==> src/rtl/step_pkg.sv <==
// Shared types and default timing constants for the step controller.
package step_pkg;

  localparam int unsigned DEBOUNCE_DEFAULT = 1_000_000;
  localparam int unsigned BASE_DIV_DEFAULT = 50_000_000;

  typedef enum logic [1:0] {
    RELEASED    = 2'd0,
    PRESS_CHK   = 2'd1,
    PRESSED     = 2'd2,
    RELEASE_CHK = 2'd3
  } db_state_e;

endpackage

==> src/rtl/sync_2ff.sv <==
// Two-flop synchronizer for a single asynchronous bit.
module sync_2ff #(
  parameter logic RST_VAL = 1'b0
) (
  input  logic clk,
  input  logic reset,
  input  logic d,
  output logic q
);

  logic s1_q, s1_d;
  logic s2_q, s2_d;

  always_comb begin
    s1_d = d;
    s2_d = s1_q;
  end

  always_ff @(posedge clk) begin
    if (reset) begin
      s1_q <= RST_VAL;
      s2_q <= RST_VAL;
    end else begin
      s1_q <= s1_d;
      s2_q <= s2_d;
    end
  end

  assign q = s2_q;

endmodule

==> src/rtl/step_controller.sv <==
// Single-step / auto-run step enable generator with
// a debounced push-button and a selectable-rate divider.
module step_controller
  import step_pkg::*;
#(
  parameter int unsigned DEBOUNCE_CYCLES = DEBOUNCE_DEFAULT,
  parameter int unsigned BASE_DIV        = BASE_DIV_DEFAULT
) (
  input  logic        clk,
  input  logic        reset,
  input  logic        key_n,
  input  logic        run,
  input  logic [1:0]  rate_sel,
  output logic        step,
  output logic        key_level,
  output logic [15:0] step_cnt
);

  localparam int DB_W  = (DEBOUNCE_CYCLES > 1) ? $clog2(DEBOUNCE_CYCLES) : 1;
  localparam int DIV_W = (BASE_DIV > 1) ? $clog2(BASE_DIV) : 1;
  localparam logic [DB_W-1:0] DB_LAST = DB_W'(DEBOUNCE_CYCLES - 1);

  logic key_s;

  sync_2ff #(.RST_VAL(1'b1)) u_sync (
    .clk   (clk),
    .reset (reset),
    .d     (key_n),
    .q     (key_s)
  );

  db_state_e       state_q, state_d;
  logic [DB_W-1:0] db_cnt_q, db_cnt_d;
  logic            key_level_q, key_level_d;
  logic [DIV_W-1:0] div_q, div_d;
  logic            run_q, run_d;
  logic [1:0]      rate_q, rate_d;
  logic            step_q, step_d;
  logic [15:0]     step_cnt_q, step_cnt_d;

  logic             key_lo;
  logic             db_last;
  logic             key_step;
  logic             auto_step;
  logic [31:0]      period;
  logic [DIV_W-1:0] div_last;

  always_comb begin
    period = BASE_DIV >> {rate_sel, 1'b0};
    if (period == 32'd0) period = 32'd1;
    div_last = DIV_W'(period - 32'd1);
  end

  always_comb begin
    key_lo      = ~key_s;
    db_last     = (db_cnt_q == DB_LAST);
    state_d     = state_q;
    db_cnt_d    = db_cnt_q;
    key_level_d = key_level_q;
    key_step    = 1'b0;
    unique case (state_q)
      RELEASED: begin
        if (key_lo) begin
          state_d  = PRESS_CHK;
          db_cnt_d = '0;
        end
      end
      PRESS_CHK: begin
        if (!key_lo) begin
          state_d = RELEASED;
        end else if (db_last) begin
          state_d     = PRESSED;
          key_level_d = 1'b1;
          key_step    = 1'b1;
        end else begin
          db_cnt_d = db_cnt_q + DB_W'(1);
        end
      end
      PRESSED: begin
        if (!key_lo) begin
          state_d  = RELEASE_CHK;
          db_cnt_d = '0;
        end
      end
      RELEASE_CHK: begin
        if (key_lo) begin
          state_d = PRESSED;
        end else if (db_last) begin
          state_d     = RELEASED;
          key_level_d = 1'b0;
        end else begin
          db_cnt_d = db_cnt_q + DB_W'(1);
        end
      end
      default: state_d = RELEASED;
    endcase
  end

  // Leaving run, entering run or a new rate all restart the period at 0.
  always_comb begin
    run_d     = run;
    rate_d    = rate_sel;
    div_d     = div_q;
    auto_step = 1'b0;
    if (!run || !run_q || (rate_sel != rate_q)) begin
      div_d = '0;
    end else if (div_q == div_last) begin
      div_d     = '0;
      auto_step = 1'b1;
    end else begin
      div_d = div_q + DIV_W'(1);
    end
  end

  always_comb begin
    step_d     = auto_step | (key_step & ~run);
    step_cnt_d = step_d ? step_cnt_q + 16'd1 : step_cnt_q;
  end

  always_ff @(posedge clk) begin
    if (reset) begin
      state_q     <= RELEASED;
      db_cnt_q    <= '0;
      key_level_q <= 1'b0;
      div_q       <= '0;
      run_q       <= 1'b0;
      rate_q      <= 2'b00;
      step_q      <= 1'b0;
      step_cnt_q  <= '0;
    end else begin
      state_q     <= state_d;
      db_cnt_q    <= db_cnt_d;
      key_level_q <= key_level_d;
      div_q       <= div_d;
      run_q       <= run_d;
      rate_q      <= rate_d;
      step_q      <= step_d;
      step_cnt_q  <= step_cnt_d;
    end
  end

  assign step      = step_q;
  assign key_level = key_level_q;
  assign step_cnt  = step_cnt_q;

endmodule
==> config.mk <==
export PLATFORM = sky130hd
export DESIGN_NAME = step_controller
export DESIGN_NICKNAME = d
export VERILOG_FILES = /design/src/rtl/step_pkg.sv /design/src/rtl/sync_2ff.sv /design/src/rtl/step_controller.sv
export SDC_FILE = /design/constraint.sdc
export NUM_CORES = 1
export LEC_CHECK = 0
export CORE_AREA = 2 2 97 99
export CTS_CLUSTER_SIZE = 20
export DETAILED_ROUTE_END_ITERATION = 6
export DIE_AREA = 0 0 99 101
export PLACE_DENSITY = 0.61
export SLEW_MARGIN = 20
export SYNTH_ARGS = -nofsm -noshare
export SYNTH_HDL_FRONTEND = slang
export SYNTH_SLANG_ARGS = --single-unit
export TNS_END_PERCENT = 10
==> constraint.sdc <==
create_clock -name clk -period 7.9 [get_ports clk]
set_clock_uncertainty 0.15 [all_clocks]
set_input_delay 0.79 -clock clk [delete_from_list [all_inputs] [get_ports clk]]
set_output_delay 0.79 -clock clk [all_outputs]
set_load 0.02 [all_outputs]
==> results of run 1 <==
[final timing paths]
kind	to	cells after the start	from
worst max-delay path	step_cnt[13]$_SDFFE_PP0P_	9	rate_sel[1]
worst min-delay path	u_sync.q$_SDFF_PP1_	1	u_sync.s1_q$_SDFF_PP1_
worst max register to register	step_cnt[13]$_SDFFE_PP0P_	6	div_q[4]$_SDFF_PP0_
worst min register to register	u_sync.q$_SDFF_PP1_	1	u_sync.s1_q$_SDFF_PP1_
[flip-flops by register name, indices dropped and copies added, names as in the netlist, named ones only]
| register | count |
|---|---|
| run_q | 1 |
| div_q | 26 |
| state_q | 1 |
| rate_q | 2 |
| u_sync.s1_q | 1 |
| step | 1 |
| key_level | 1 |
| step_cnt | 16 |
| u_sync.q | 1 |
| db_cnt_q | 20 |
[kinds of logic after synthesis]
| logic type | Yosys count |
|---|---|
| DFF | 71 |
| buffers and inverters | 18 |
| adders and majority gates | 10 |
| and+or+nand+nor | 185 |
| muxes | 2 |
| AOI/OAI and AO/OA | 61 |
| xor gates and xnor gates | 42 |
[power groups by stage]
stage | clock (mW) | sequential, mW | combinational [mW]
6_report | 0.266 | 0.361 | 0.0206
4_1_cts | 0.276 | 0.361 | 0.0210
5_1_grt | 0.290 | 0.361 | 0.0233
3_5_place_dp | 0 | 0.369 | 0.0209
3_3_place_gp | 0 | 0.369 | 0.0204
2_1_floorplan | 0 | 0.370 | 0.0116
[through the flow]
stage	instance area [sq um]	utilization [%]	hold slack [ns]	std cells
after floorplan	3330	-	0.239	389
after global placement	3680	41.0	0.248	516
after detailed placement	3680	41.0	0.252	516
after CTS	3860	43.0	0.269	531
after global routing	3860	43.0	0.290	531
final	3860	43.0	0.271	531
[cells in the mapped netlist (all sizes together), types with 3 or more instances]
cell / n
nand3: 25
or4: 10
or3: 14
xor2: 29
nor4bb: 3
a21oi: 24
xnor2: 13
o31ai: 8
and3: 10
and4: 4
nand4: 19
nand2: 23
clkbuf: 10
nor3: 7
nor2b: 3
nor2: 57
inv: 8
ha: 10
dfxtp: 71
o21ai: 17
[layout make-up]
class	count	area (sq um)
Sequential cell	71	1420
Timing Repair Buffer	26	253
Inverter	8	30.0
Tap cell	111	139
Multi-Input combinational cell	300	1840
Fill cell	877	5120
Clock buffer	15	176
[metal layers]
layer / routed length [um] / part of all wire [%] / vias up / track usage (%)
met5: 0 / 0 / - / 0
met4: 118 / 1.7 / 0 / 5.69
met3: 191 / 2.8 / 12 / 3.33
met2: 3240 / 47 / 33 / 24.6
met1: 3350 / 49 / 1323 / 18.7
li1: - / - / 1446 / -
==> results.py, run 1 <==
metrics = {
    "pwr": {
        "comb_power_share_pct": 3.2,
        "powerDensity_nw_per_um2": 168,
        "pwr-share-clk_pct": 41.1,
        "finalPower_mw": 0.648,
        "p_switching_mw": 0.141,
        "leakagePower_nw": 1.25,
        "p_int_mw": 0.507,
        "swShare_pct": 21.8,
        "power_frac_seq_pct": 55.7,
        "ir_drop_v": 0.0000864,
    },
    "routing": {
        "drt_wl_total_um": 6900,
        "viasPerCell": 5.30,
        "first_iter_violations": 87,
        "drt-pass1-iter-count": 4,
        "vias": 2814,
        "drc": 0,
        "ant_nets": 0,
        "avgRoutedWirePerCell_um": 13.0,
    },
    "synthesis": {
        "muxShareOfSynthArea_pct": 0.639,
        "async_reset_ff_share_pct": 0,
        "synth_top_family_by_area": "simple AND/OR/NAND/NOR gates",
        "synth_top_area_share_pct": 42.7,
        "synth-simple-area-share_pct": 28.9,
        "synth_flop_cell": "dfxtp_1",
        "ys_seq_elements": 71,
        "syn-cell-area_sq_um": 3330,
        "synth-compound-area-share_pct": 10.9,
        "synthCells": 389,
        "synthesis.nets": 405,
        "synth_fa_ha_area_share_pct": 3.76,
        "synth_xor_area_share_pct": 11.1,
        "yosysSeqAreaShare_pct": 42.7,
        "syn_avg_cell_area_sq_um": 8.55,
        "yosysWarnings": 0,
        "synth_area_leaders": "dfxtp_1 43%, xor2_1 7.6%, nor2_1 6.4%",
        "synth_edf_count": 0,
        "ys_types": 42,
        "yosys.area.top_type": "dfxtp_1",
    },
    "floorplan": {
        "ios": 24,
        "placementRows": 35,
        "dieArea_sq_um": 10000,
        "start_util_pct": 37.1,
        "die_w_um": 99,
        "core_region_area_sq_um": 8980,
        "die_h_um": 101,
    },
    "clock_tree": {
        "cts_buffers": 9,
        "cts_hold_buf": 0,
        "clk_pin_slew_ns": 0.07,
        "cts_resized": 0,
        "clock_path_buffers": 2,
        "cts_sinks": 71,
        "cts_htree_levels": 3,
        "cts_setup_buffers": 0,
        "root_buffer": "clkbuf_8",
        "clk_latency_ns": 0.34,
        "cts_tree": "done",
    },
    "final_layout": {
        "mostFrequentLayoutCells": "71 x dfxtp_1, 57 x nor2_1, 29 x xor2_1",
        "layout.nets": 432,
        "drive_gt1_share_pct": 4.29,
        "diodes": 0,
        "areaGrowthSynthToFinish_pct": 15.9,
        "layout_commonest_cell": "dfxtp_1",
    },
    "global_route": {
        "grt_pass1_vias": 2610,
        "grt_overflow_total": 0,
        "grt_max_degree": 31,
        "grt_pass1_wl_um": 12000,
        "grt_usage_pct": 14.8,
        "antenna_found_initial": 0,
    },
    "timing": {
        "hold_violations": 0,
        "clock.fmax_ghz": 0.250,
        "final.setup.tns_ns": 0,
        "slew_headroom_pct": 36.3,
        "rsz0062_at_grt": "false",
        "tightest_slew_ns": 0.949,
        "finalSetupViolCount": 0,
        "finalCritPeriodShare_pct": 50.6,
        "drv_slew": 0,
        "setup_slack_ns": 3.91,
        "min_period_ns": 3.99,
    },
    "place": {
        "portBuffers": 23,
        "gp_congestion": 0.779,
        "pre_cts_slack_ns": 3.58,
        "dp_hpwl_um": 4800,
    },
    "setup_path": {
        "rrSetupSlack_ns": 4.80,
        "crit_slowest_cell": "clkdlybuf4s50_1",
        "cp_slowest_stage_delay_ns": 0.70,
        "path_class": "in2reg",
        "cpLargestDelayFamily": "compound AO/OA/AOI/OAI gates",
        "cp_max_fo": 30,
        "path_cells": "clkdlybuf4s50_1, inv_1, ha_1, nor4bb_1, o211ai_1, a211o_1, o31a_1, or4_1, a21oi_1",
        "worstPathRequired_ns": 8.02,
        "crit_buf_inv": 2,
        "arrival_ns": 4.11,
        "endpoint_kind": "flip-flop",
        "start_kind": "input port",
    },
    "run_status": {
        "run_status": "finished clean",
    },
    "job": {
        "drv_cap": 0,
    },
    "hold_path": {
        "hp-class": "reg2reg",
    },
}
Power figures use the tool's default switching activity.
==> run 2: changes to the inputs <==
- PLACE_DENSITY: 0.61 -> 0.63
- clock period: 7.9 -> 3.3 ns (I/O delays scaled with it)
==> run 2 against run 1 <==
Effect of this change:
- highest routed layer unchanged
- register-to-register slack got worse by 4.4 ns
- critical path depth rose by 1
- critical endpoint is now step_cnt[4]$_SDFFE_PP0P_
- clock power rose by 120%
- final cell count rose by 1.5%
- die area did not move
- non-clock buffer count rose by 8
- setup slack got worse by 3.6 ns
==> results.py, run 2 (synthesis gave the netlist of run 1 again) <==
metrics = {
    "run_status": {
        "run_status": "finished clean",
    },
    "routing": {
        "drt_wl_total_um": 6950,
        "viasPerCell": 5.31,
        "ant_nets": 0,
        "drc": 0,
        "drt-pass1-iter-count": 4,
        "vias": 2862,
        "avgRoutedWirePerCell_um": 12.9,
        "first_iter_violations": 98,
    },
    "clock_tree": {
        "clk_latency_ns": 0.34,
        "clk_pin_slew_ns": 0.07,
        "cts_sinks": 71,
        "cts_resized": 0,
        "root_buffer": "clkbuf_8",
        "cts_tree": "done",
        "cts_hold_buf": 0,
        "cts_setup_buffers": 0,
        "cts_htree_levels": 3,
        "clock_path_buffers": 2,
        "cts_buffers": 9,
    },
    "global_route": {
        "grt_max_degree": 27,
        "grt_overflow_total": 0,
        "grt_usage_pct": 15.2,
        "antenna_found_initial": 0,
        "grt_pass1_vias": 2758,
        "grt_pass1_wl_um": 12500,
    },
    "final_layout": {
        "layout.nets": 440,
        "areaGrowthSynthToFinish_pct": 17.2,
        "drive_gt1_share_pct": 5.84,
        "mostFrequentLayoutCells": "71 x dfxtp_1, 57 x nor2_1, 29 x xor2_1",
        "fin_cells": 539,
        "layout_commonest_cell": "dfxtp_1",
        "largest_register_ffs": 26,
        "fillers": 891,
        "top_register": "div_q",
        "fin_util_pct": 43.4,
        "fin_area_sq_um": 3900,
        "diodes": 0,
    },
    "setup_path": {
        "crit_start": "rate_sel[1]",
        "path_cells": "clkdlybuf4s50_1, inv_1, ha_1, nor4bb_1, o211ai_1, a211o_1, o31a_1, buf_4, or3_1, a21oi_1",
        "cp_slowest_stage_delay_ns": 0.51,
        "crit_buf_inv": 3,
        "rrSetupSlack_ns": 0.41,
        "worstSetupEndpoint": "step_cnt[4]$_SDFFE_PP0P_",
        "reg2reg_depth": 7,
        "path_class": "in2reg",
        "crit_slowest_cell": "clkdlybuf4s50_1",
        "worstPathRequired_ns": 3.43,
        "arrival_ns": 3.14,
        "cp_max_fo": 17,
        "endpoint_kind": "flip-flop",
        "r2r-end": "step_cnt[4]$_SDFFE_PP0P_",
        "cpLargestDelayFamily": "compound AO/OA/AOI/OAI gates",
        "cp_num_cells": 10,
        "start_kind": "input port",
        "regToRegStartpoint": "div_q[4]$_SDFF_PP0_",
    },
    "timing": {
        "min_period_ns": 3.01,
        "hold_violations": 0,
        "finalCritPeriodShare_pct": 91.2,
        "clock.fmax_ghz": 0.332,
        "final.setup.tns_ns": 0,
        "rsz0062_at_grt": "false",
        "finalSetupViolCount": 0,
        "slew_headroom_pct": 63.6,
        "setup_slack_ns": 0.290,
        "drv_slew": 0,
        "tightest_slew_ns": 0.542,
        "fin_hold_ws_ns": 0.276,
    },
    "pwr": {
        "comb_power_share_pct": 3.5,
        "ir_drop_v": 0.000329,
        "power_frac_seq_pct": 57.4,
        "leakagePower_nw": 1.28,
        "p_switching_mw": 0.330,
        "swShare_pct": 21.9,
        "finalPower_mw": 1.51,
        "p_int_mw": 1.18,
        "powerDensity_nw_per_um2": 386,
        "pwr-share-clk_pct": 39.0,
    },
    "floorplan": {
        "start_util_pct": 37.1,
        "ios": 24,
        "dieArea_sq_um": 10000,
        "placementRows": 35,
        "die_h_um": 101,
        "die_w_um": 99,
        "core_region_area_sq_um": 8980,
    },
    "hold_path": {
        "worstHoldPathCells": 1,
        "hp-class": "reg2reg",
    },
    "place": {
        "gp_congestion": 0.825,
        "placed_cells": 524,
        "pre_cts_slack_ns": -0.0285,
        "postPlaceCellArea_sq_um": 3740,
        "dp_hpwl_um": 4910,
        "portBuffers": 23,
    },
    "job": {
        "drv_cap": 0,
    },
}
[run 2: worst min path at each step]
| stage | from | to | slack (ns) |
|---|---|---|---|
| after global routing | u_sync.s1_q$_SDFF_PP1_ | u_sync.q$_SDFF_PP1_ | 0.30 |
| final | u_sync.s1_q$_SDFF_PP1_ | u_sync.q$_SDFF_PP1_ | 0.28 |
| after CTS | u_sync.s1_q$_SDFF_PP1_ | u_sync.q$_SDFF_PP1_ | 0.28 |
| after floorplan | u_sync.s1_q$_SDFF_PP1_ | u_sync.q$_SDFF_PP1_ | 0.24 |
| after detailed placement | u_sync.s1_q$_SDFF_PP1_ | u_sync.q$_SDFF_PP1_ | 0.26 |
| after global placement | u_sync.s1_q$_SDFF_PP1_ | u_sync.q$_SDFF_PP1_ | 0.27 |
[run 2: worst reg2reg max path: stages (launching register included)]
cell	delay [ns]
dfxtp_1	0.36
or3_1	0.37
or4_1	0.41
a211o_1	0.33
o31a_1	0.46
buf_4	0.26
or3_1	0.35
a21oi_1	0.13
[run 2: routing by layer]
layer	global-route usage (%)	vias to the layer above	wire length, um
li1	-	1462	-
met1	18.9	1350	3440
met2	25.0	38	3230
met3	3.47	12	148
met4	7.06	0	133
met5	0	-	0
[run 2: power by group through the flow]
stage	registers, mW	clock network [mW]	logic [mW]
5_1_grt	0.865	0.654	0.0592
6_report	0.865	0.587	0.0530
3_3_place_gp	0.885	0	0.0532
4_1_cts	0.865	0.618	0.0535
2_1_floorplan	0.885	0	0.0277
3_5_place_dp	0.884	0	0.0533
[run 2: area by class of cell]
cell class,count,area [sq um],area share (%)
clock buffer,14,153,3.92
clock inverter,1,5.00,0.128
sequential,71,1420,36.5
timing repair buffer,34,313,8.02
multi-input combinational,300,1840,47.1
tap,111,139,3.56
inverter,8,30.0,0.770
